`config.mk`:
```
export PLATFORM = sky130hd
export DESIGN_NAME = imem_loader
export DESIGN_NICKNAME = d
export VERILOG_FILES = /design/src/rtl/riscv_pkg.sv /design/src/rtl/word_assembler.sv /design/src/rtl/imem_loader.sv
export SDC_FILE = /design/constraint.sdc
export NUM_CORES = 1
export LEC_CHECK = 0
export BUFFER_PORTS_ARGS = -buffer_cell sky130_fd_sc_hd__buf_2
export CAP_MARGIN = 20
export CORE_UTILIZATION = 55
export CTS_CLUSTER_SIZE = 24
export DETAILED_ROUTE_END_ITERATION = 10
export GPL_TIMING_DRIVEN = 0
export HOLD_SLACK_MARGIN = 0.06
export PLACE_DENSITY = 0.74
export RECOVER_POWER = 50
export SLEW_MARGIN = 15
export SYNTH_ARGS = -nofsm -noshare
export SYNTH_HDL_FRONTEND = slang
export SYNTH_HIERARCHICAL = 1
export SYNTH_SLANG_ARGS = --single-unit
export TNS_END_PERCENT = 10
```
`constraint.sdc`:
```
create_clock -name i_CLK -period 3.3 [get_ports i_CLK]
set_input_delay 0.165 -clock i_CLK [delete_from_list [all_inputs] [get_ports i_CLK]]
set_output_delay 0.165 -clock i_CLK [all_outputs]
set_load 0.005 [all_outputs]
```
`src/rtl/riscv_pkg.sv`:
```
// Shared definitions for the instruction-memory boot loader.
// State encoding and stream-format constants.
package riscv_pkg;

  localparam int BYTES_PER_WORD = 4;
  localparam int LEN_W          = 16;

  typedef enum logic [2:0] {
    LEN0  = 3'd0,
    LEN1  = 3'd1,
    DATA  = 3'd2,
    WRITE = 3'd3,
    DONE  = 3'd4,
    ERROR = 3'd5
  } ld_state_t;

endpackage

```
`src/rtl/word_assembler.sv`:
```
// Packs accepted bytes little-endian into a 32-bit word.
// word shows the lane merge combinationally so the completed word is usable on the 4th accept.
module word_assembler
  import riscv_pkg::*;
(
  input  logic        clk,
  input  logic        rst,
  input  logic [7:0]  data_byte,
  input  logic        accept,
  input  logic        clear,
  output logic [31:0] word,
  output logic        word_complete
);

  logic [1:0]  idx;
  logic [31:0] lanes;

  always_comb begin
    word = lanes;
    if (accept) begin
      word[{idx, 3'b000} +: 8] = data_byte;
    end
    word_complete = accept && (idx == 2'(BYTES_PER_WORD - 1));
  end

  always_ff @(posedge clk or posedge rst) begin
    if (rst) begin
      idx   <= '0;
      lanes <= '0;
    end else if (clear) begin
      idx   <= '0;
      lanes <= '0;
    end else if (accept) begin
      lanes <= word;
      idx   <= idx + 2'd1;
    end
  end

endmodule

```
`src/rtl/imem_loader.sv`:
```
// Boot loader: length-prefixed byte stream -> sequential instruction-memory writes.
// Holds the core in reset until all words are written; one write cycle per 4 bytes.
module imem_loader
  import riscv_pkg::*;
#(
  parameter int ADDR_W = 8,
  parameter int DEPTH  = 256
) (
  input  logic              i_CLK,
  input  logic              i_Reset,
  input  logic [7:0]        i_Byte,
  input  logic              i_ByteValid,
  output logic              o_ByteReady,
  output logic              o_WE,
  output logic [ADDR_W-1:0] o_A,
  output logic [31:0]       o_WD,
  output logic              o_CoreReset,
  output logic              o_Done,
  output logic              o_Error
);

  ld_state_t         state, state_nxt;
  logic              started;
  logic [7:0]        n_lo;
  logic [LEN_W-1:0]  n_len;
  logic [LEN_W-1:0]  count;
  logic [ADDR_W-1:0] addr;
  logic              accept;
  logic              asm_accept;
  logic              asm_clear;
  logic [31:0]       asm_word;
  logic              word_complete;
  logic [LEN_W-1:0]  len_full;

  assign len_full = {i_Byte, n_lo};

  // started keeps ready low while reset is held and until the first edge after release
  assign o_ByteReady = started && (state == LEN0 || state == LEN1 || state == DATA);
  assign accept      = i_ByteValid && o_ByteReady;
  assign asm_accept  = accept && (state == DATA);
  assign o_Done      = (state == DONE);
  assign o_Error     = (state == ERROR);
  assign o_CoreReset = (state != DONE);

  word_assembler u_asm (
    .clk           (i_CLK),
    .rst           (i_Reset),
    .data_byte     (i_Byte),
    .accept        (asm_accept),
    .clear         (asm_clear),
    .word          (asm_word),
    .word_complete (word_complete)
  );

  always_comb begin
    state_nxt = state;
    asm_clear = 1'b0;
    case (state)
      LEN0: begin
        if (accept) state_nxt = LEN1;
      end
      LEN1: begin
        if (accept) begin
          if (len_full == '0) begin
            state_nxt = DONE;
          end else if ({1'b0, len_full} > 17'(DEPTH)) begin
            state_nxt = ERROR;
          end else begin
            state_nxt = DATA;
            asm_clear = 1'b1;
          end
        end
      end
      DATA: begin
        if (word_complete) state_nxt = WRITE;
      end
      WRITE: begin
        state_nxt = ((count + 16'd1) == n_len) ? DONE : DATA;
      end
      DONE:    state_nxt = DONE;
      ERROR:   state_nxt = ERROR;
      default: state_nxt = LEN0;
    endcase
  end

  always_ff @(posedge i_CLK or posedge i_Reset) begin
    if (i_Reset) begin
      state   <= LEN0;
      started <= 1'b0;
      n_lo    <= '0;
      n_len   <= '0;
      count   <= '0;
      addr    <= '0;
      o_WE    <= 1'b0;
      o_A     <= '0;
      o_WD    <= '0;
    end else begin
      state   <= state_nxt;
      started <= 1'b1;
      o_WE    <= (state_nxt == WRITE);
      if (state == LEN0 && accept) n_lo <= i_Byte;
      if (state == LEN1 && accept) n_len <= len_full;
      // capture address/data on entry to WRITE so they hold afterwards
      if (word_complete) begin
        o_A  <= addr;
        o_WD <= asm_word;
      end
      if (state == WRITE) begin
        addr  <= addr + 1'b1;
        count <= count + 16'd1;
      end
    end
  end

endmodule
```
==> results of run 1 <==
==> state kept, by name, summed over array words and instances, names as in the netlist <==
name / flops
addr: 8
count: 16
n_len: 16
n_lo: 8
o_A: 8
o_WD: 32
o_WE: 1
started: 1
state: 3
u_asm/idx: 2
u_asm/lanes: 32
==> through the flow <==
stage | setup TNS, ns | hold slack [ns] | total power [uW] | area, um^2
floorplan | 0 | 0.307 | 1640 | 6400
global placement | -21.72 | 0.458 | 1680 | 6860
detailed placement | 0 | 0.236 | 1680 | 6890
CTS | 0 | 0.136 | 3530 | 7480
global route | 0 | 0.164 | 3600 | 7430
finish | 0 | 0.156 | 3490 | 7430
==> metal layers <==
layer | share of wire [%] | vias to the layer above | track usage, %
met3 | 5.0 | 21 | 5.10
met4 | 1.9 | 0 | 12.0
met1 | 42 | 2392 | 33.0
met2 | 51 | 140 | 43.7
li1 | - | 2153 | -
met5 | 0 | - | 0
==> repair_timing <==
item,CTS,global route
hold buffers,1,0
resized for setup,0,1
endpoints found under the setup margin,0,7
buffers inserted,0,0
hold endpoints to repair,69,0
==> tightest hold or removal path, cell delays in order <==
cell and delay [ns]:
buf_2 0.18, nand3_1 0.11, o32ai_1 0.06
==> synth_stat cells, types with 3 or more instances <==
master,n,area share (%)
nor4_1,8,0.78
nand2b_1,4,0.39
a21oi_1,3,0.23
nand3b_1,3,0.35
o21ai_0,6,0.47
xor2_1,8,1.1
xnor2_1,33,4.5
o32ai_1,5,0.68
and3_1,3,0.29
a32o_1,56,8.8
buf_6,9,1.6
dfrtp_1,127,50
inv_1,15,0.88
nand3_1,11,0.86
clkbuf_1,10,0.59
buf_2,13,1.0
nand4b_1,3,0.41
buf_4,4,0.47
nand4_1,11,1.1
ha_1,7,1.4
a31oi_1,3,0.29
nor2b_1,41,4.0
mux2_2,64,11
nand2_1,25,1.5
buf_1,4,0.23
nor2_1,15,0.88
and2_1,5,0.49
==> path summary, 6_finish.rpt <==
check | start | endpoint | slack, ns | depth (start not counted)
setup reg to reg | state[1]$_DFF_PP0_ | o_WD[7]$_DFFE_PP0P_ | 0.26 | 10
max in group asynchronous | i_Reset | n_lo[1]$_DFFE_PP0P_ | 0.61 | 4
hold / removal | i_Byte[2] | u_asm/lanes[10]$_DFFE_PP0P_ | 0.16 | 3
setup / recovery | state[1]$_DFF_PP0_ | o_WD[7]$_DFFE_PP0P_ | 0.26 | 10
min in group asynchronous | i_Reset | o_WD[17]$_DFFE_PP0P_ | 0.69 | 3
hold reg to reg | addr[7]$_DFFE_PP0N_ | addr[7]$_DFFE_PP0N_ | 0.48 | 1
==> power breakdown <==
group	switching [uW]	internal (uW)
Combinational	66.0	16.5
Clock	662	1180
Sequential	4.63	1570
Total	732	2760
==> cell type report <==
type	count	share of cell area [%]
buffer	41	3.44
clock buffer	20	5.88
clock inverter	11	1.92
inverter	15	0.775
multi-input combinational	356	39.2
sequential	127	42.8
tap	143	2.41
timing repair buffer	57	3.57
==> logic make-up (layout without fill, tap and decap cells) <==
family / after synthesis / in the layout
simple gates: 151 / 151
flops: 127 / 127
compound gates: 91 / 91
mux: 64 / 64
buf+inv: 56 / 144
xor+xnor: 42 / 42
fa+ha+maj: 7 / 7
other cells: 1 / 1
==> layout by cell type (no fill, tap or decap), types with 3 or more instances in the layout <==
master and n:
and3_1 3, and2_1 5, nand2b_1 4, a32o_1 56
inv_1 14, o21ai_0 6, clkbuf_2 3, o32ai_1 5
buf_6 9, nand4_1 11, nand4b_1 3, nand3_1 11
bufinv_16 3, nand3b_1 3, buf_2 48, xor2_1 8
nor2b_1 41, a21oi_1 3, clkbuf_1 33, nand2_1 25
xnor2_1 33, nor2_1 15, clkinv_2 4, a31oi_1 3
mux2_2 64, dfrtp_1 127, nor4_1 8, clkbuf_16 17
buf_1 3, buf_4 4, ha_1 7
==> flow_summary_export.csv, run 1 <==
group,metric,value,unit
outcome,status,"complete, but fails checks",
outcome,violations,"max-capacitance violations, max-slew violations",
worst_setup_path,arrival,3.34,ns
route,ant_nets,0,
route,via_per_inst,6.11,
synthesis,syn_inst,539,
placed_design,port_buffers,55,
route,dr.pass1.iters,5,
sta,finalCritPeriodShare,92.3,%
placed_design,gp_congestion,0.861,
sta,worst_slack,0.255,ns
clocking,cts_buffers,17,
synthesis,synth-edff-count,0,
finish,layout.nets,633,
clocking,clock_latency,0.41,ns
finish,layout-drive-gt1-share,27.1,%
synthesis,ys_warn_count,6,
grt,grt_pass1_wl,23400,um
floorplanning,dieArea,12100,um^2
worst_setup_path,start_kind,"flip-flop",
sta,fin_crit,3.04,ns
worst_setup_path,crit_path_end_kind,"flip-flop",
floorplanning,die_h,110,um
finish,area_growth,16.0,%
worst_setup_path,worstPathCellList,"buf_2, nor2b_1, nor2b_1, and2_1, buf_4, nand2_2, buf_2, inv_1, buf_1, mux2_2",
floorplanning,start_util,56.3,%
clocking,cts-root-buf,"clkbuf_16",
clocking,clock_path_buffers,2,
synthesis,seq_area_frac_synth,49.6,%
route,wl_per_cell,18.9,um
sta,slew_violations,37,
synthesis,syn-num-nets,557,
clocking,clk_pin_slew,0.06,ns
pwr,p_leak,0.00351,uW
placed_design,dp_hpwl,9900,um
sta,rsz0062_at_grt,"no",
placed_design,dp.cells,738,
clocking,cts_tree,"done",
synthesis,synth_top_family_by_area,"simple AND/OR/NAND/NOR gates",
clocking,numClockSinks,127,
synthesis,synth_ff_type,"dfrtp_1",
clocking,htree_levels,4,
synthesis,synth_xor_area_share,5.98,%
synthesis,synth_compound_area_share,12.9,%
finish,n_fill_cell,867,
floorplanning,std_cell_rows,39,
finish,post-route-util,65.3,%
floorplanning,die_w,110,um
sta,fmax,328,MHz
sta,finClkSkew,0.00655,ns
synthesis,syn_area,6400,um^2
grt,grt_max_degree,59,
sta,tightestPinTransition,1.61,ns
grt,grt_pass1_vias,4596,
route,drc,0,
floorplanning,core,11400,um^2
route,dr_total_vias,4706,
worst_setup_path,cpPeakStageDelay,0.50,ns
synthesis,synth-seq-cells,127,
finish,diodes,0,
route,drt-initial-drc-count,379,
floorplanning,io_pins,56,
sta,slew_headroom,-7.76,%
pwr,ir_worst_vdd,315,uV
grt,grt_overflow,0,
run,max-cap-violations,1,
finish,register_area,3180,um^2
grt,gr-usage-all-layers,26.3,%
min_path,hp-class,"in2reg",
pwr,powerDensity,470,nW/um^2
finish,final_cells,770,
synthesis,ys_types,60,
route,wl,14600,um
grt,antenna_found_initial,0,
worst_setup_path,cp_top_family,"buffers and inverters",
sta,setup_viol,0,
synthesis,synthAdderAreaFrac,1.37,%
finish,multi_input_area,2920,um^2
worst_setup_path,worst-path-buf-inv,5,
synthesis,async_flop_share,100,%
synthesis,avgSynthCellArea,11.9,um^2
placed_design,place_ws,0.299,ns
worst_setup_path,crit_fanout,10,
synthesis,synth_simple_gate_area_share,14.0,%
worst_setup_path,crit_type,"reg2reg",
sta,hold_viol,0,
worst_setup_path,worstPathRequired,3.60,ns
worst_setup_path,worst_path_max_delay_cell,"buf_1",
synthesis,muxShareOfSynthArea,11.3,%
No activity file was read; power rests on OpenSTA's default activity.
==> run 2, diff against run 1 <==
--- a/config.mk
+++ b/config.mk
@@ -6,4 +6,5 @@
 export NUM_CORES = 1
 export LEC_CHECK = 0
+export ABC_AREA = 1
 export BUFFER_PORTS_ARGS = -buffer_cell sky130_fd_sc_hd__buf_2
 export CAP_MARGIN = 20
@@ -13,10 +14,9 @@
 export GPL_TIMING_DRIVEN = 0
 export HOLD_SLACK_MARGIN = 0.06
-export PLACE_DENSITY = 0.74
+export PLACE_DENSITY = 0.75
 export RECOVER_POWER = 50
 export SLEW_MARGIN = 15
 export SYNTH_ARGS = -nofsm -noshare
 export SYNTH_HDL_FRONTEND = slang
-export SYNTH_HIERARCHICAL = 1
 export SYNTH_SLANG_ARGS = --single-unit
 export TNS_END_PERCENT = 10
==> constraint.sdc (replaced) <==
create_clock -name i_CLK -period 3.3 [get_ports i_CLK]
set_input_delay 0.825 -clock i_CLK [delete_from_list [all_inputs] [get_ports i_CLK]]
set_output_delay 0.825 -clock i_CLK [all_outputs]
set_load 0.005 [all_outputs]
==> run 2 against run 1 <==
  * The flow still finishes with violations (max-capacitance violations, max-slew violations)
  * Sequential cell count shrank 8
  * Clock skew grew 0.00091 ns
  * Count of clock-buffer cells in the layout grew 3
  * Sequential share of layout area grew 0.59 points
  * Fmax grew 16%
  * Cell count grew 24%
  * Largest power group unchanged
==> flow_summary_export.csv, run 2 <==
group,metric,value,unit
outcome,status,"complete, but fails checks",
outcome,violations,"max-capacitance violations, max-slew violations",
pwr,p_comb_share,11.4,%
sta,tightestPinTransition,1.61,ns
worst_setup_path,ff2ff_path_depth,9,
sta,finClkSkew,0.00746,ns
sta,finalCritPeriodShare,79.8,%
finish,layout-drive-gt1-share,14.6,%
worst_setup_path,worstPathRequired,3.76,ns
synthesis,synth_top_area_share,51.5,%
floorplanning,std_cell_rows,37,
synthesis,synthTopCellsByArea,"dfrtp_1 (52%), nand2_1 (17%), inv_1 (5.7%), o21ai_0 (5.5%), nand3_1 (4.1%)",
synthesis,avgSynthCellArea,7.95,um^2
synthesis,synth-seq-cells,119,
worst_setup_path,crit_type,"reg2reg",
floorplanning,die_w,104,um
synthesis,syn_area,5780,um^2
min_path,hp-class,"in2async",
sta,setup_tns,0,ns
pwr,p_int,3060,uW
pwr,ir_worst_vdd,442,uV
route,dr.pass1.iters,5,
sta,hold_viol,0,
pwr,p_leak,0.00376,uW
sta,slew_headroom,-7.39,%
worst_setup_path,reg2reg_slack,0.67,ns
clocking,cts-root-buf,"clkbuf_8",
floorplanning,die_h,104,um
finish,n_fill_cell,833,
synthesis,synth_ff_type,"dfrtp_1",
pwr,clockPowerShare,46.7,%
synthesis,ys_warn_count,0,
clocking,cts_resized,0,
worst_setup_path,crit_fanout,10,
route,wl_per_cell,14.6,um
worst_setup_path,start_kind,"flip-flop",
grt,grt_pass1_wl,23500,um
pwr,p_sw_share,25.7,%
clocking,clock_path_buffers,2,
grt,grt_pass1_vias,4931,
worst_setup_path,crit_path_end_kind,"flip-flop",
route,via_per_inst,5.22,
finish,largest_reg_flops,32,
route,dr_total_vias,4971,
synthesis,ys_types,31,
finish,final_common_cell,"nand2_1",
route,drt-initial-drc-count,319,
route,ant_nets,0,
worst_setup_path,rr_endpoint,"o_WD[23]$_DFFE_PP0P_",
placed_design,place_ws,0.850,ns
sta,holdWs,0.378,ns
floorplanning,start_util,56.5,%
placed_design,dp_hpwl,9720,um
finish,largest_register,"o_WD",
grt,grt_overflow,0,
synthesis,synth.most_common_cell,"nand2_1",
clocking,htree_levels,4,
clocking,cts_tree,"done",
pwr,seqPwrFrac,41.9,%
floorplanning,dieArea,10900,um^2
finish,diodes,0,
sta,fin_crit,2.63,ns
finish,layout.nets,822,
grt,antenna_found_initial,0,
clocking,cts_buffers,17,
sta,setup_viol,0,
placed_design,gp_congestion,0.844,
finish,layout_common_cells,"nand2_1 (258), dfrtp_1 (119), inv_1 (87)",
finish,top_regs,"o_WD (32), u_asm.lanes (24)",
worst_setup_path,timing.rr.start,"u_asm.idx[0]$_DFFE_PP0P_",
synthesis,synth.largest_area_cell,"dfrtp_1",
grt,grt_max_degree,38,
clocking,numClockSinks,119,
placed_design,port_buffers,55,
synthesis,async_flop_share,100,%
synthesis,syn_inst,727,
sta,fmax,380,MHz
clocking,postCtsHoldBufs,0,
pwr,p_total,4120,uW
clocking,post_cts.repair.setup_buffers,0,
floorplanning,core,10200,um^2
sta,rsz0062_at_grt,"no",
synthesis,synth-edff-count,0,
route,drc,0,
synthesis,syn-num-nets,745,
pwr,powerDensity,600,nW/um^2
pwr,p_sw,1060,uW
floorplanning,io_pins,56,
sta,slew_violations,38,
finish,area_growth,18.9,%
worst_setup_path,arrival,3.10,ns
clocking,clock_latency,0.53,ns
run,max-cap-violations,1,
route,wl,13900,um
clocking,clk_pin_slew,0.06,ns
synthesis,seq_area_frac_synth,51.5,%
synthesis,synthTopCellsByCount,"nand2_1 (257), dfrtp_1 (119), inv_1 (88), o21ai_0 (63)",
sta,worst_slack,0.665,ns
grt,gr-usage-all-layers,27.7,%
[run 2: changes by cell type in the layout (fill, tap and decap cells not counted), sizes merged, moves of 56 or more]
cell   change
inv       +79
o21ai     +60
a32o      -56
mux2      -64
nand2    +236
[run 2: kinds of logic after synthesis]
logic type | share of synthesized area, %
adders and majority gates | 1.52
other | 0.0649
buffers and inverters | 8.25
xor gates and xnor gates | 2.34
AOI/OAI and AO/OA | 7.69
and+or+nand+nor | 28.6
DFF | 51.5
[run 2: power groups by stage]
| stage | logic [uW] | clock network, uW | registers, uW |
|---|---|---|---|
| after global routing | 554 | 2000 | 1740 |
| after detailed placement | 476 | 0 | 1750 |
| after floorplan | 354 | 0 | 1720 |
| after CTS | 483 | 1940 | 1730 |
| final | 470 | 1920 | 1730 |
| after global placement | 450 | 0 | 1740 |
[run 2: worst max-delay path by stage]
stage                                  start                     to  slack, ns  cells after the start
finish              u_asm.idx[0]$_DFFE_PP0P_   o_WD[23]$_DFFE_PP0P_       0.67                      9
global route                         i_Reset  n_len[12]$_DFFE_PP0P_       0.26                      4
global placement                     i_Reset  count[13]$_DFFE_PP0N_       0.29                      2
detailed placement  u_asm.idx[0]$_DFFE_PP0P_    o_WD[0]$_DFFE_PP0P_       0.85                      8
CTS                 u_asm.idx[0]$_DFFE_PP0P_   o_WD[16]$_DFFE_PP0P_       0.77                      9
floorplan                            i_Reset    addr[0]$_DFFE_PP0N_       1.02                      1
[run 2: per-layer routing]
metal	up-vias	GRT usage [%]	wire length, um
met1	2376	34.0	5790
met2	133	46.7	7090
met4	0	11.3	321
met5	-	0	0
met3	30	6.64	727
li1	2432	-	-
[run 2: cell type report]
| cell class | count | area, um^2 | share of cell area, % |
|---|---|---|---|
| Tap cell | 136 | 170 | 2.48 |
| Sequential cell | 119 | 2980 | 43.4 |
| Inverter | 93 | 350 | 5.10 |
| Multi-Input combinational cell | 493 | 2290 | 33.4 |
| Timing Repair Buffer | 58 | 328 | 4.77 |
| Clock inverter | 9 | 138 | 2.00 |
| Buffer | 22 | 121 | 1.77 |
| Clock buffer | 23 | 487 | 7.09 |
[run 2: worst max-delay path: stages (launching register included)]
cell,delay [ns]
dfrtp_1,0.51
inv_1,0.18
ha_1,0.32
buf_4,0.17
inv_2,0.05
nor3_1,0.76
nand2_1,0.11
o21ai_0,0.31
nand2_1,0.08
nand2_1,0.08
[run 2: stage by stage]
step | cells | util [%] | area [um^2]
2_1_floorplan | 727 | - | 5780
3_3_place_gp | 918 | 60.9 | 6230
3_5_place_dp | 921 | 61.4 | 6290
4_1_cts | 953 | 67.5 | 6910
5_1_grt | 953 | 67.1 | 6870
6_report | 953 | 67.1 | 6870
==> run 3, diff against run 2 <==
ABC_AREA = 0   (was 1)
clock period = 2.55 ns   (was 3.3 ns; I/O delays follow)
==> run 3 against run 2 <==
  * The flow now finishes without violations
  * Critical path depth fell by 1
  * Sequential share of layout area rose by 3.0 points
  * Sequential power increased by 69%
  * Clock skew is 0.0027 ns higher
  * Synthesized cell count decreased by 30%
  * Non-clock buffer count up 3
  * Cell area decreased by 6.4%
  * Count of clock-buffer cells in the layout down 3
  * First-iteration DRC count fell by 50%
  * Clock power increased by 18%
==> flow_summary_export.csv, run 3 <==
group,metric,value,unit
synthesis,synth_top_area_share,55.3,%
sta,tightestPinTransition,1.43,ns
finish,diodes,0,
grt,grt_overflow,0,
clocking,clock_path_buffers,2,
run,max-cap-violations,0,
pwr,p_sw,2170,uW
synthesis,ys_types,45,
pwr,p_sw_share,31.6,%
sta,setup_tns,0,ns
grt,grt_max_degree,39,
synthesis,ys_warn_count,0,
synthesis,synth.largest_area_cell,"dfrtp_1",
synthesis,synthTopCellsByArea,"dfrtp_1 (55%), mux2_2 (6.7%), xnor2_1 (5.4%), nand2_1 (4.9%), nor2_1 (4.2%)",
pwr,powerDensity,1070,nW/um^2
grt,antenna_found_initial,0,
min_path,hp-class,"in2async",
clocking,cts-root-buf,"clkbuf_8",
finish,largest_reg_flops,32,
synthesis,seq_area_frac_synth,55.3,%
floorplanning,std_cell_rows,35,
floorplanning,die_w,101,um
placed_design,place_ws,-0.0633,ns
worst_setup_path,start_kind,"flip-flop",
sta,rsz0062_at_grt,"yes",
floorplanning,die_h,101,um
pwr,p_leak,0.00302,uW
finish,layout-drive-gt1-share,24.2,%
outcome,status,"finished, final reports clean",
sta,worst_slack,0.0411,ns
finish,final_cells,727,
finish,layout_common_cells,"dfrtp_1 (117), nand2_1 (71), nor2_1 (60)",
worst_setup_path,crit_type,"reg2reg",
synthesis,avgSynthCellArea,10.5,um^2
clocking,htree_levels,4,
synthesis,synth-edff-count,0,
clocking,clock_latency,0.52,ns
synthesis,syn_inst,512,
sta,setup_viol,0,
finish,n_fill_cell,746,
sta,finClkSkew,0.0101,ns
grt,grt_pass1_vias,4100,
finish,final_common_cell,"dfrtp_1",
worst_setup_path,worstPathRequired,2.95,ns
sta,slew_violations,0,
placed_design,dp_hpwl,7940,um
placed_design,port_buffers,51,
clocking,clk_pin_slew,0.06,ns
clocking,cts_tree,"done",
pwr,seqPwrFrac,42.5,%
worst_setup_path,crit_fanout,10,
floorplanning,start_util,57.5,%
route,dr_total_vias,4003,
route,ant_nets,0,
floorplanning,io_pins,56,
pwr,clockPowerShare,33.1,%
synthesis,async_flop_share,100,%
sta,hold_viol,0,
sta,fmax,399,MHz
finish,multi_input_area,2280,um^2
synthesis,synth-seq-cells,119,
finish,top_regs,"o_WD (32), u_asm.lanes (24)",
finish,register_area,2980,um^2
synthesis,syn-num-nets,530,
route,drc,0,
route,dr.pass1.iters,4,
sta,finalCritPeriodShare,98.4,%
placed_design,dp.cells,695,
finish,area_growth,19.3,%
finish,layout.nets,603,
route,wl,11600,um
sta,slew_headroom,4.30,%
synthesis,synth.most_common_cell,"dfrtp_1",
route,wl_per_cell,15.9,um
pwr,p_int,4690,uW
sta,fin_crit,2.51,ns
placed_design,gp_congestion,0.876,
synthesis,syn_area,5390,um^2
worst_setup_path,crit_path_end_kind,"flip-flop",
grt,grt_pass1_wl,19700,um
synthesis,synth_ff_type,"dfrtp_1",
clocking,numClockSinks,119,
synthesis,synthTopCellsByCount,"dfrtp_1 (119), nand2_1 (71), nor2_1 (61), xnor2_1 (33), mux2_2 (32)",
route,drt-initial-drc-count,160,
clocking,cts_buffers,17,
clocking,postCtsHoldBufs,0,
grt,gr-usage-all-layers,25.6,%
pwr,ir_worst_vdd,613,uV
clocking,post_cts.repair.setup_buffers,0,
floorplanning,core,9370,um^2
worst_setup_path,arrival,2.91,ns
pwr,p_comb_share,24.4,%
finish,largest_register,"o_WD",
route,via_per_inst,5.51,
sta,holdWs,0.428,ns
floorplanning,dieArea,10200,um^2
==> run 3: layout make-up <==
type | count | area share [%]
multi-input combinational | 352 | 35.4
buffer | 29 | 1.93
timing repair buffer | 54 | 4.18
clock inverter | 12 | 1.79
sequential | 119 | 46.4
tap | 129 | 2.51
clock buffer | 20 | 7.08
inverter | 12 | 0.720
==> run 3: final timing paths <==
path | from | end | slack [ns] | depth (start not counted)
hold reg to reg | addr[7]$_DFFE_PP0N_ | addr[7]$_DFFE_PP0N_ | 0.47 | 1
min in group i_CLK | addr[7]$_DFFE_PP0N_ | addr[7]$_DFFE_PP0N_ | 0.47 | 1
setup reg to reg | count[0]$_DFFE_PP0N_ | state[2]$_DFF_PP0_ | 0.04 | 8
hold / removal | i_Reset | o_WD[22]$_DFFE_PP0P_ | 0.43 | 2
setup / recovery | count[0]$_DFFE_PP0N_ | state[2]$_DFF_PP0_ | 0.04 | 8
max in group asynchronous | i_Reset | u_asm.lanes[0]$_DFFE_PP0P_ | 0.50 | 4
==> run 3: power by group through the flow <==
stage	combinational, uW	sequential [uW]	clock [uW]
6_report	1670	2920	2270
5_1_grt	1890	2990	2370
4_1_cts	1680	2910	2300
3_5_place_dp	1640	2930	0
3_3_place_gp	1550	2890	0
2_1_floorplan	1170	2840	0
==> run 3: cell families after synthesis <==
family | share of synthesized area (%)
compound gates | 7.94
buf+inv | 3.11
xor+xnor | 7.48
simple gates | 17.6
fa+ha+maj | 1.63
flops | 55.3
other cells | 0.0696
mux | 6.87
==> run 3: timing repair <==
item / 4_1_cts / 5_1_grt
setup endpoints to repair: 2 / 17
pin swaps: 0 / 1
gates resized for setup: 6 / 6
==> run 3: through the flow <==
stage / instance area, um^2 / power, uW / util [%]
floorplan: 5390 / 4010 / -
global placement: 5810 / 4440 / 62.0
detailed placement: 5880 / 4570 / 62.7
CTS: 6470 / 6880 / 69.0
global route: 6430 / 7240 / 68.6
finish: 6430 / 6860 / 68.6
==> run 3: worst max-delay path, cell delays in order, from the launching register on <==
cell and delay, ns:
dfrtp_2 0.44, ha_2 0.25, nand3_1 0.18, buf_2 0.25, nor4_1 0.30, nor4_1 0.10
a311oi_2 0.42, nor4_4 0.11, a221o_1 0.33
==> run 3: routing by layer <==
layer / global-route usage (%) / vias to the layer above / share of wire (%)
met5: 0 / - / 0
met4: 10.7 / 0 / 1.6
met3: 6.45 / 19 / 4.0
met2: 41.7 / 92 / 50
met1: 32.7 / 2011 / 44
li1: - / 1881 / -
